`config.mk`:
```
export PLATFORM = sky130hd
export DESIGN_NAME = fp_adder_arbiter
export DESIGN_NICKNAME = d
export VERILOG_FILES = /design/src/rtl/fp_adder_arbiter.sv
export SDC_FILE = /design/constraint.sdc
export NUM_CORES = 1
export LEC_CHECK = 0
export ABC_AREA = 1
export CAP_MARGIN = 20
export CORE_AREA = 2 2 158 160
export DETAILED_ROUTE_END_ITERATION = 7
export DIE_AREA = 0 0 160 162
export GPL_ROUTABILITY_DRIVEN = 0
export GPL_TIMING_DRIVEN = 1
export PLACE_DENSITY_LB_ADDON = 0.25
export SYNTH_ARGS = -nofsm -noshare
export SYNTH_HDL_FRONTEND = slang
export SYNTH_SLANG_ARGS = --single-unit
```
`constraint.sdc`:
```
create_clock -name clk -period 2.4 [get_ports clk]
set_input_delay 0.48 -clock clk [delete_from_list [all_inputs] [get_ports clk]]
set_output_delay 0.48 -clock clk [all_outputs]
set_load 0.1 [all_outputs]
```
`src/rtl/fp_adder_arbiter.sv`:
```
// fp_adder_arbiter: round-robin sharing of one start/done fp_adder among NUM_REQ requesters.
// Optional WAIT-state watchdog enabled by defining FPA_ARB_TIMEOUT_EN.
module fp_adder_arbiter #(
  parameter int NUM_REQ        = 4,
  parameter int DATA_W         = 32,
  parameter int TIMEOUT_CYCLES = 64
) (
  input  logic                      clk,
  input  logic                      rst_n,
  input  logic [NUM_REQ-1:0]        req_valid,
  input  logic [NUM_REQ*DATA_W-1:0] req_a,
  input  logic [NUM_REQ*DATA_W-1:0] req_b,
  output logic [NUM_REQ-1:0]        req_ready,
  output logic [NUM_REQ-1:0]        rsp_valid,
  output logic [DATA_W-1:0]         rsp_result,
  output logic [DATA_W-1:0]         add_a,
  output logic [DATA_W-1:0]         add_b,
  output logic                      add_start,
  input  logic [DATA_W-1:0]         add_result,
  input  logic                      add_done,
  output logic                      busy,
  output logic                      timeout_err
);

  localparam int                 IDX_W     = (NUM_REQ > 1) ? $clog2(NUM_REQ) : 1;
  localparam logic [IDX_W:0]     NUM_REQ_W = (IDX_W+1)'(NUM_REQ);
  localparam logic [IDX_W-1:0]   LAST_IDX  = IDX_W'(NUM_REQ - 1);
  localparam logic [NUM_REQ-1:0] ONE_HOT0  = {{(NUM_REQ-1){1'b0}}, 1'b1};
  localparam logic [DATA_W-1:0]  QNAN      = DATA_W'(32'h7FC0_0000);

  typedef enum logic [1:0] {
    ST_IDLE  = 2'd0,
    ST_ISSUE = 2'd1,
    ST_WAIT  = 2'd2
  } state_t;

  state_t           state_q;
  logic [IDX_W-1:0] ptr_q;
  logic [IDX_W-1:0] gnt_q;
  logic [IDX_W-1:0] grant_idx_d;
  logic             grant_vld_d;
  logic [IDX_W:0]   cand_d;
  logic [IDX_W-1:0] ptr_next_d;
  logic             tmo_hit_d;

  // Round-robin search: first pending requester at ptr, ptr+1, ... modulo NUM_REQ.
  always_comb begin
    grant_vld_d = 1'b0;
    grant_idx_d = '0;
    cand_d      = '0;
    for (int k = 0; k < NUM_REQ; k++) begin
      cand_d = {1'b0, ptr_q} + (IDX_W+1)'(k);
      cand_d = (cand_d >= NUM_REQ_W) ? (cand_d - NUM_REQ_W) : cand_d;
      if (!grant_vld_d && req_valid[cand_d[IDX_W-1:0]]) begin
        grant_vld_d = 1'b1;
        grant_idx_d = cand_d[IDX_W-1:0];
      end else begin
        grant_idx_d = grant_idx_d;
      end
    end
  end

  assign ptr_next_d = (gnt_q == LAST_IDX) ? '0 : (gnt_q + IDX_W'(1));

`ifdef FPA_ARB_TIMEOUT_EN
  localparam int               TMO_W    = $clog2(TIMEOUT_CYCLES + 1);
  localparam logic [TMO_W-1:0] TMO_LAST = TMO_W'(TIMEOUT_CYCLES - 1);

  logic [TMO_W-1:0] tmo_cnt_q;
  logic             tmo_err_q;

  assign tmo_hit_d   = (state_q == ST_WAIT) && (tmo_cnt_q == TMO_LAST);
  assign timeout_err = tmo_err_q;

  // Watchdog: counts WAIT cycles of the current op; the error flag is sticky until reset.
  always_ff @(posedge clk or negedge rst_n) begin
    if (!rst_n) begin
      tmo_cnt_q <= '0;
      tmo_err_q <= 1'b0;
    end else begin
      if (state_q == ST_ISSUE) begin
        tmo_cnt_q <= '0;
      end else if (state_q == ST_WAIT && !add_done && !tmo_hit_d) begin
        tmo_cnt_q <= tmo_cnt_q + TMO_W'(1);
      end
      if (tmo_hit_d && !add_done) begin
        tmo_err_q <= 1'b1;
      end
    end
  end
`else
  // Watchdog disabled; TIMEOUT_CYCLES only keeps the parameter list build-independent.
  assign tmo_hit_d   = 1'b0 && (TIMEOUT_CYCLES > 0);
  assign timeout_err = 1'b0;
`endif

  // Arbitration FSM; every output is registered here.
  always_ff @(posedge clk or negedge rst_n) begin
    if (!rst_n) begin
      state_q    <= ST_IDLE;
      ptr_q      <= '0;
      gnt_q      <= '0;
      req_ready  <= '0;
      rsp_valid  <= '0;
      rsp_result <= '0;
      add_a      <= '0;
      add_b      <= '0;
      add_start  <= 1'b0;
      busy       <= 1'b0;
    end else begin
      req_ready <= '0;
      rsp_valid <= '0;
      add_start <= 1'b0;
      case (state_q)
        ST_IDLE: begin
          if (grant_vld_d) begin
            add_a     <= req_a[int'(grant_idx_d)*DATA_W +: DATA_W];
            add_b     <= req_b[int'(grant_idx_d)*DATA_W +: DATA_W];
            req_ready <= ONE_HOT0 << grant_idx_d;
            gnt_q     <= grant_idx_d;
            busy      <= 1'b1;
            state_q   <= ST_ISSUE;
          end
        end
        ST_ISSUE: begin
          add_start <= 1'b1;
          state_q   <= ST_WAIT;
        end
        ST_WAIT: begin
          if (add_done) begin
            rsp_result <= add_result;
            rsp_valid  <= ONE_HOT0 << gnt_q;
            ptr_q      <= ptr_next_d;
            busy       <= 1'b0;
            state_q    <= ST_IDLE;
          end else if (tmo_hit_d) begin
            rsp_result <= QNAN;
            rsp_valid  <= ONE_HOT0 << gnt_q;
            ptr_q      <= ptr_next_d;
            busy       <= 1'b0;
            state_q    <= ST_IDLE;
          end
        end
        default: begin
          busy    <= 1'b0;
          state_q <= ST_IDLE;
        end
      endcase
    end
  end

endmodule

```
=== Word level (Yosys, flattened, before mapping) ===
Index checks and enable logic that the tools add are counted.

* Flip-flop bits (word level): 112
* Bits of input ports: 295
* Output and inout port bits: 107
* Logic and storage cells: 79

* Add/sub/neg operators: 8
* Order comparisons: 8
* Equal/unequal tests: 5
* Shift-type cells: 4
* Muxes and demuxes: 32
* Bitwise gates (word level): 1
* Reduce and logical (&&, ||, !) cells: 11

{| class="wikitable"
|+ Operator list
! cell !! count
|-
| variable part select 128 x 8 -> 32 bit || 2
|-
| 2-to-1 mux 2 bit || 11
|-
| 2-to-1 mux 4 bit || 4
|-
| < comparator 2 x 3 -> 1 bit (second input constant) || 4
|-
| 2-to-1 mux 1 bit || 11
|-
| >= comparator 3 bit (second input constant) || 3
|-
| binary-select mux 1 bit (select 2 bit) || 4
|-
| left shift 1 x 2 -> 4 bit (first input constant) || 2
|-
| subtractor 2 x 1 -> 2 bit (second input constant) || 4
|-
| adder 2 x 2 -> 3 bit (second input constant) || 2
|-
| case mux 2 bit (3 select lines) || 1
|-
| AND reduction 2 bit || 3
|-
| == test 2 bit (second input constant) || 2
|-
| inequality test 2 bit (second input constant) || 2
|-
| adder 2 x 1 -> 3 bit (second input constant) || 1
|-
| >= comparator 2 x 3 -> 1 bit (second input constant) || 1
|-
| logical AND 1 bit || 3
|-
| logical NOT 1 bit || 3
|-
| case mux 1 bit (3 select lines) || 1
|-
| AND reduction 3 bit || 1
|-
| adder 2 x 1 -> 2 bit (second input constant) || 1
|-
| == test 2 x 1 -> 1 bit (second input constant) || 1
|-
| logical NOT 2 bit || 1
|-
| NOT 1 bit || 1
|}

=== Logic depth before layout (Yosys ltp) ===
Gate-level depths: netlist of the first run.

* Depth in word-level cells: 17
* Depth in mapped cells: 16
* Gate-level depth less buffers: 13

=== Least setup slack after synthesis of the first run ===
OpenSTA, ideal clock, no wires.

* Path type: reg2reg
* Start: reg ptr_q[0]
* End: reg add_a[13]
* Setup time: 0.126 ns
* Arrival time: 1.645 ns
* Required time: 2.274 ns
* Slack: 0.630 ns
* Stages on the path, launching flop included: 15
* Buffers on the path: 2
* Clock period less this slack: 1.770 ns
* Cells stage by stage: dfrtp_1 > buf_6 > inv_6 > nand2_1 > nand3_1 > nand2_2 > nor2_4 > nand3_2 > nand2_4 > inv_2 > nand2_2 > inv_4 > buf_2 > nand2_1 > nand3_1

* Longest elaborated chain between the ends: 15
* Elaborated cells between the ends (all ways): 39
* Those cells by class: 7 x add/sub; 4 x order compare; 1 x shift; 20 x mux; 7 x reduce/logical

{| class="wikitable"
|+ Ends and longest elaborated chain
! what !! RTL line !! text
|-
| start: declaration || 38 || <nowiki>logic [IDX_W-1:0] ptr_q;</nowiki>
|-
| start signal: assignment || 133 || <nowiki>ptr_q <= ptr_next_d;</nowiki>
|-
| start signal: assignment || 139 || <nowiki>ptr_q <= ptr_next_d;</nowiki>
|-
| branches (longest 15 deep; another with adder 2 x 1 -> 3 bit) || n/a ||
|-
| end signal: assignment || 117 || <nowiki>add_a <= req_a[int'(grant_idx_d)*DATA_W +: DATA_W];</nowiki>
|-
| end: declaration || 16 || <nowiki>output logic [DATA_W-1:0] add_a,</nowiki>
|}

Parallel ways; which one is timed is not known. The select of a mux whose other input is x is not followed.
A chain may end at the register's enable or synchronous reset.

=== Final worst setup path of the first run ===
Ends and elaborated chain as after synthesis.

==> results.md, run 1 <==
- Run status: completed
- Worst R2R End: add_a[13]
- Layout Skew: 0.0131 ns
- FFs w/ async S/R, synth: 100%
- CTS sink cnt: 112
- Post-Synth Adder-Cell Area: 0.724%
- Unrepaired setup endpoints after global routing: no
- Cell with the most instances after synthesis: nand2_1
- Largest net degree at the start of global routing: 113
- First-pass GRT wire length: 43400 um
- Maxcap violations: 0
- Yosys top cell by area: dfrtp_1
- Worst slew margin: 52.0%
- DP Cell Count: 1659
- CTS Buffer Depth: 2
- Antenna cells: 0
- Synth unique cells: 24
- Design area: 11600 um^2
- #FFs+latches synth: 112
- Number of global-route vias before repair: 7808
- Final ANT Viol Nets: 0
- Post-Syn Area: 6910 um^2
- Mean Syn Cell Area: 7.14 um^2
- CTS tree: done
- Post-synth EDFFs: 0
- Row count: 57
- Synth-to-layout area growth: 67.8%
- Later-pin clock latency in the skew report: 0.36 ns
- Min cycle time layout: 2.11 ns
- Multiplexer share of the synthesized area: 5.21%
- Die Height: 162 um
- Vias per cell: 4.80
- Xor/xnor share of the synthesized area: 0%
- Worst reg2reg path startpoint: ptr_q[0]
- Crit path required time: 2.70 ns
- Top post-synthesis cells by count: 484 x nand2_1, 128 x nand4_1, 112 x dfrtp_1
- Min-Delay Path Class: in -> async
- Full die area: 25900 um^2
- Largest fanout on the critical path: 33
- DP Wirelength: 20700 um
- Fmax: 474 MHz
- DR WL/cell: 16.7 um
- Endpoint type of the worst setup path: register
- Worst slew pin tran: 0.720 ns
- Cts bufs inserted: 9
- TNS Setup: 0 ns
- Ports: 402
- Seq/Total Area, Yosys: 40.5%
- Clock Root Buffer: clkbuf_16
- Startpoint Class: register
- Main flop type after synthesis: dfrtp_1
- Core footprint: 24100 um^2
- Setup violators final: 0
- Reg2reg path depth: 12
- Crit share post-route: 87.9%
- Place WS: -0.0970 ns
- Max Transition Viols Final: 0
- Multi-input logic area: 3610 um^2
- Gate Count Post-Synth: 968
- Global-route usage over all layers: 21.1%
- Worst EP arrival: 2.41 ns
- Synth Area in Simple Gates: 45.2%
- Largest family of logic cells by synthesized area: simple AND/OR/NAND/NOR gates
- Register area: 2800 um^2
- Layout net count: 1645
- Initial antenna violation count: 1
- # fillers: 2415
- Area post-placement: 11300 um^2
- Layout cell share with drive strength beyond 1: 16.2%
- Initial Util: 28.7%
- Syn nets: 1267
- Final wirelength: 28000 um
- H-tree Lvls: 3
- Quantity of I/O buffers inserted on ports: 400
- Top-area cell type share of the netlist area: 40.5%
- Via Count: 8044
- Final WS setup: 0.290 ns
- Post-synthesis compound-gate area fraction: 0.615%
- WS Path Type: reg -> reg
- Largest cells by area after synthesis: dfrtp_1 41%, nand2_1 26%, nand4_1 12%, mux2_2 5.2%, nand3_1 5.1%
- Hold buffer count at CTS: 0
- Total gr overflow: 0
- Yosys warns: 0
- Die W: 160 um
- Worst reg2reg setup slack: 0.29 ns
- 1st-iter DRT viols: 466
- Clk slew on worst S/H paths: 0.09 ns
- DRC Markers: 0
- Final Hold Fails: 0
- 1st-pass router iterations: 5
- Final Instance Count excl. Fillers: 1675
==> state kept, by name, indices dropped and copies added, names as in the netlist <==
signal	count
rsp_result	32
busy	1
ptr_q	2
add_start	1
rsp_valid	4
add_b	32
state_q	2
gnt_q	2
req_ready	4
add_a	32
==> logic make-up (layout without fill, tap and decap cells) <==
kind of cell             after synthesis  in the layout
AND/OR/NAND/NOR                      709            709
AO/OA/AOI/OAI                          8              8
buffers and inverters                102            485
flip-flops                           112            112
adder cells (fa/ha/maj)                4              4
other                                  1              1
multiplexers                          32             32
==> worst max-delay path, stage by stage, from the launching register on <==
cell and delay [ns]:
dfrtp_2 0.51, inv_6 0.14, nand2_1 0.08, nand3_1 0.11, nand2_2 0.10, inv_1 0.13, nand2_1 0.10, nand2_4 0.12
buf_4 0.34, nand4_1 0.19, nand2_1 0.12, nand2_1 0.06, nand3_1 0.06
==> per-layer routing <==
metal  track usage (%)  wire, um  vias to the layer above
li1                  -         -                     3948
met3              4.83      2190                       31
met4              4.83       413                        2
met1              26.4     11700                     3691
met2              37.0     13600                      372
met5                 0        13                        -
==> how the worst max path moves through the flow <==
stage	from	endpoint	slack [ns]	cells past startpoint
detailed placement	req_valid[3]	add_a[13]	-0.1	13
global route	ptr_q[0]	add_a[22]	0.06	13
floorplan	ptr_q[0]	add_a[13]	0.63	14
global placement	req_valid[3]	add_a[18]	-0.06	13
finish	ptr_q[0]	add_a[13]	0.29	12
CTS	ptr_q[0]	add_a[13]	0.16	13
==> through the flow <==
stage | util (%) | hold WS (ns)
after floorplan | - | 0.184
after global placement | 46.8 | 0.444
after detailed placement | 46.8 | 0.461
after CTS | 48.1 | 0.243
after global routing | 48.1 | 0.255
final | 48.1 | 0.150
==> cell usage in the layout, fill, tap and decap left out, types with 2 or more instances in the layout <==
cell type,count
o21ai_0,4
inv_2,2
a21oi_1,3
clkbuf_16,9
nor2_4,2
mux2_2,32
nand2_4,2
inv_8,3
nor3_1,2
nor2_1,14
nand4_1,128
buf_4,133
nand2_1,483
dfrtp_1,111
nand2_2,3
buf_12,22
ha_1,4
clkdlybuf4s50_1,293
nand3_4,3
inv_1,17
nand3_1,71
==> layout make-up <==
| cell class | count | area share [%] |
|---|---|---|
| Sequential cell | 112 | 24.2 |
| Timing Repair Buffer | 448 | 37.7 |
| Inverter | 21 | 0.744 |
| Clock inverter | 7 | 0.830 |
| Clock buffer | 9 | 1.94 |
| Tap cell | 324 | 3.49 |
| Multi-Input combinational cell | 754 | 31.2 |
==> repair_timing <==
action / in CTS / in global routing
buffers inserted: 0 / 0
hold endpoints to repair: 0 / 0
resized for setup: 0 / 1
setup endpoints to repair: 0 / 48
Power of run 1 is not shown: default switching activity piles up to over one toggle a cycle in this logic, so the estimate is an artifact.
==> inputs of run 2 (changes only) <==
--- a/config.mk
+++ b/config.mk
@@ -8,6 +8,7 @@
 export ABC_AREA = 1
 export CAP_MARGIN = 20
 export CORE_AREA = 2 2 158 160
+export CTS_CLUSTER_SIZE = 14
 export DETAILED_ROUTE_END_ITERATION = 7
 export DIE_AREA = 0 0 160 162
 export GPL_ROUTABILITY_DRIVEN = 0
==> results of run 2 <==
Same layout as run 1: the final DEF is identical, and so are final timing and power.
Power of run 2 is left out for the same reason.
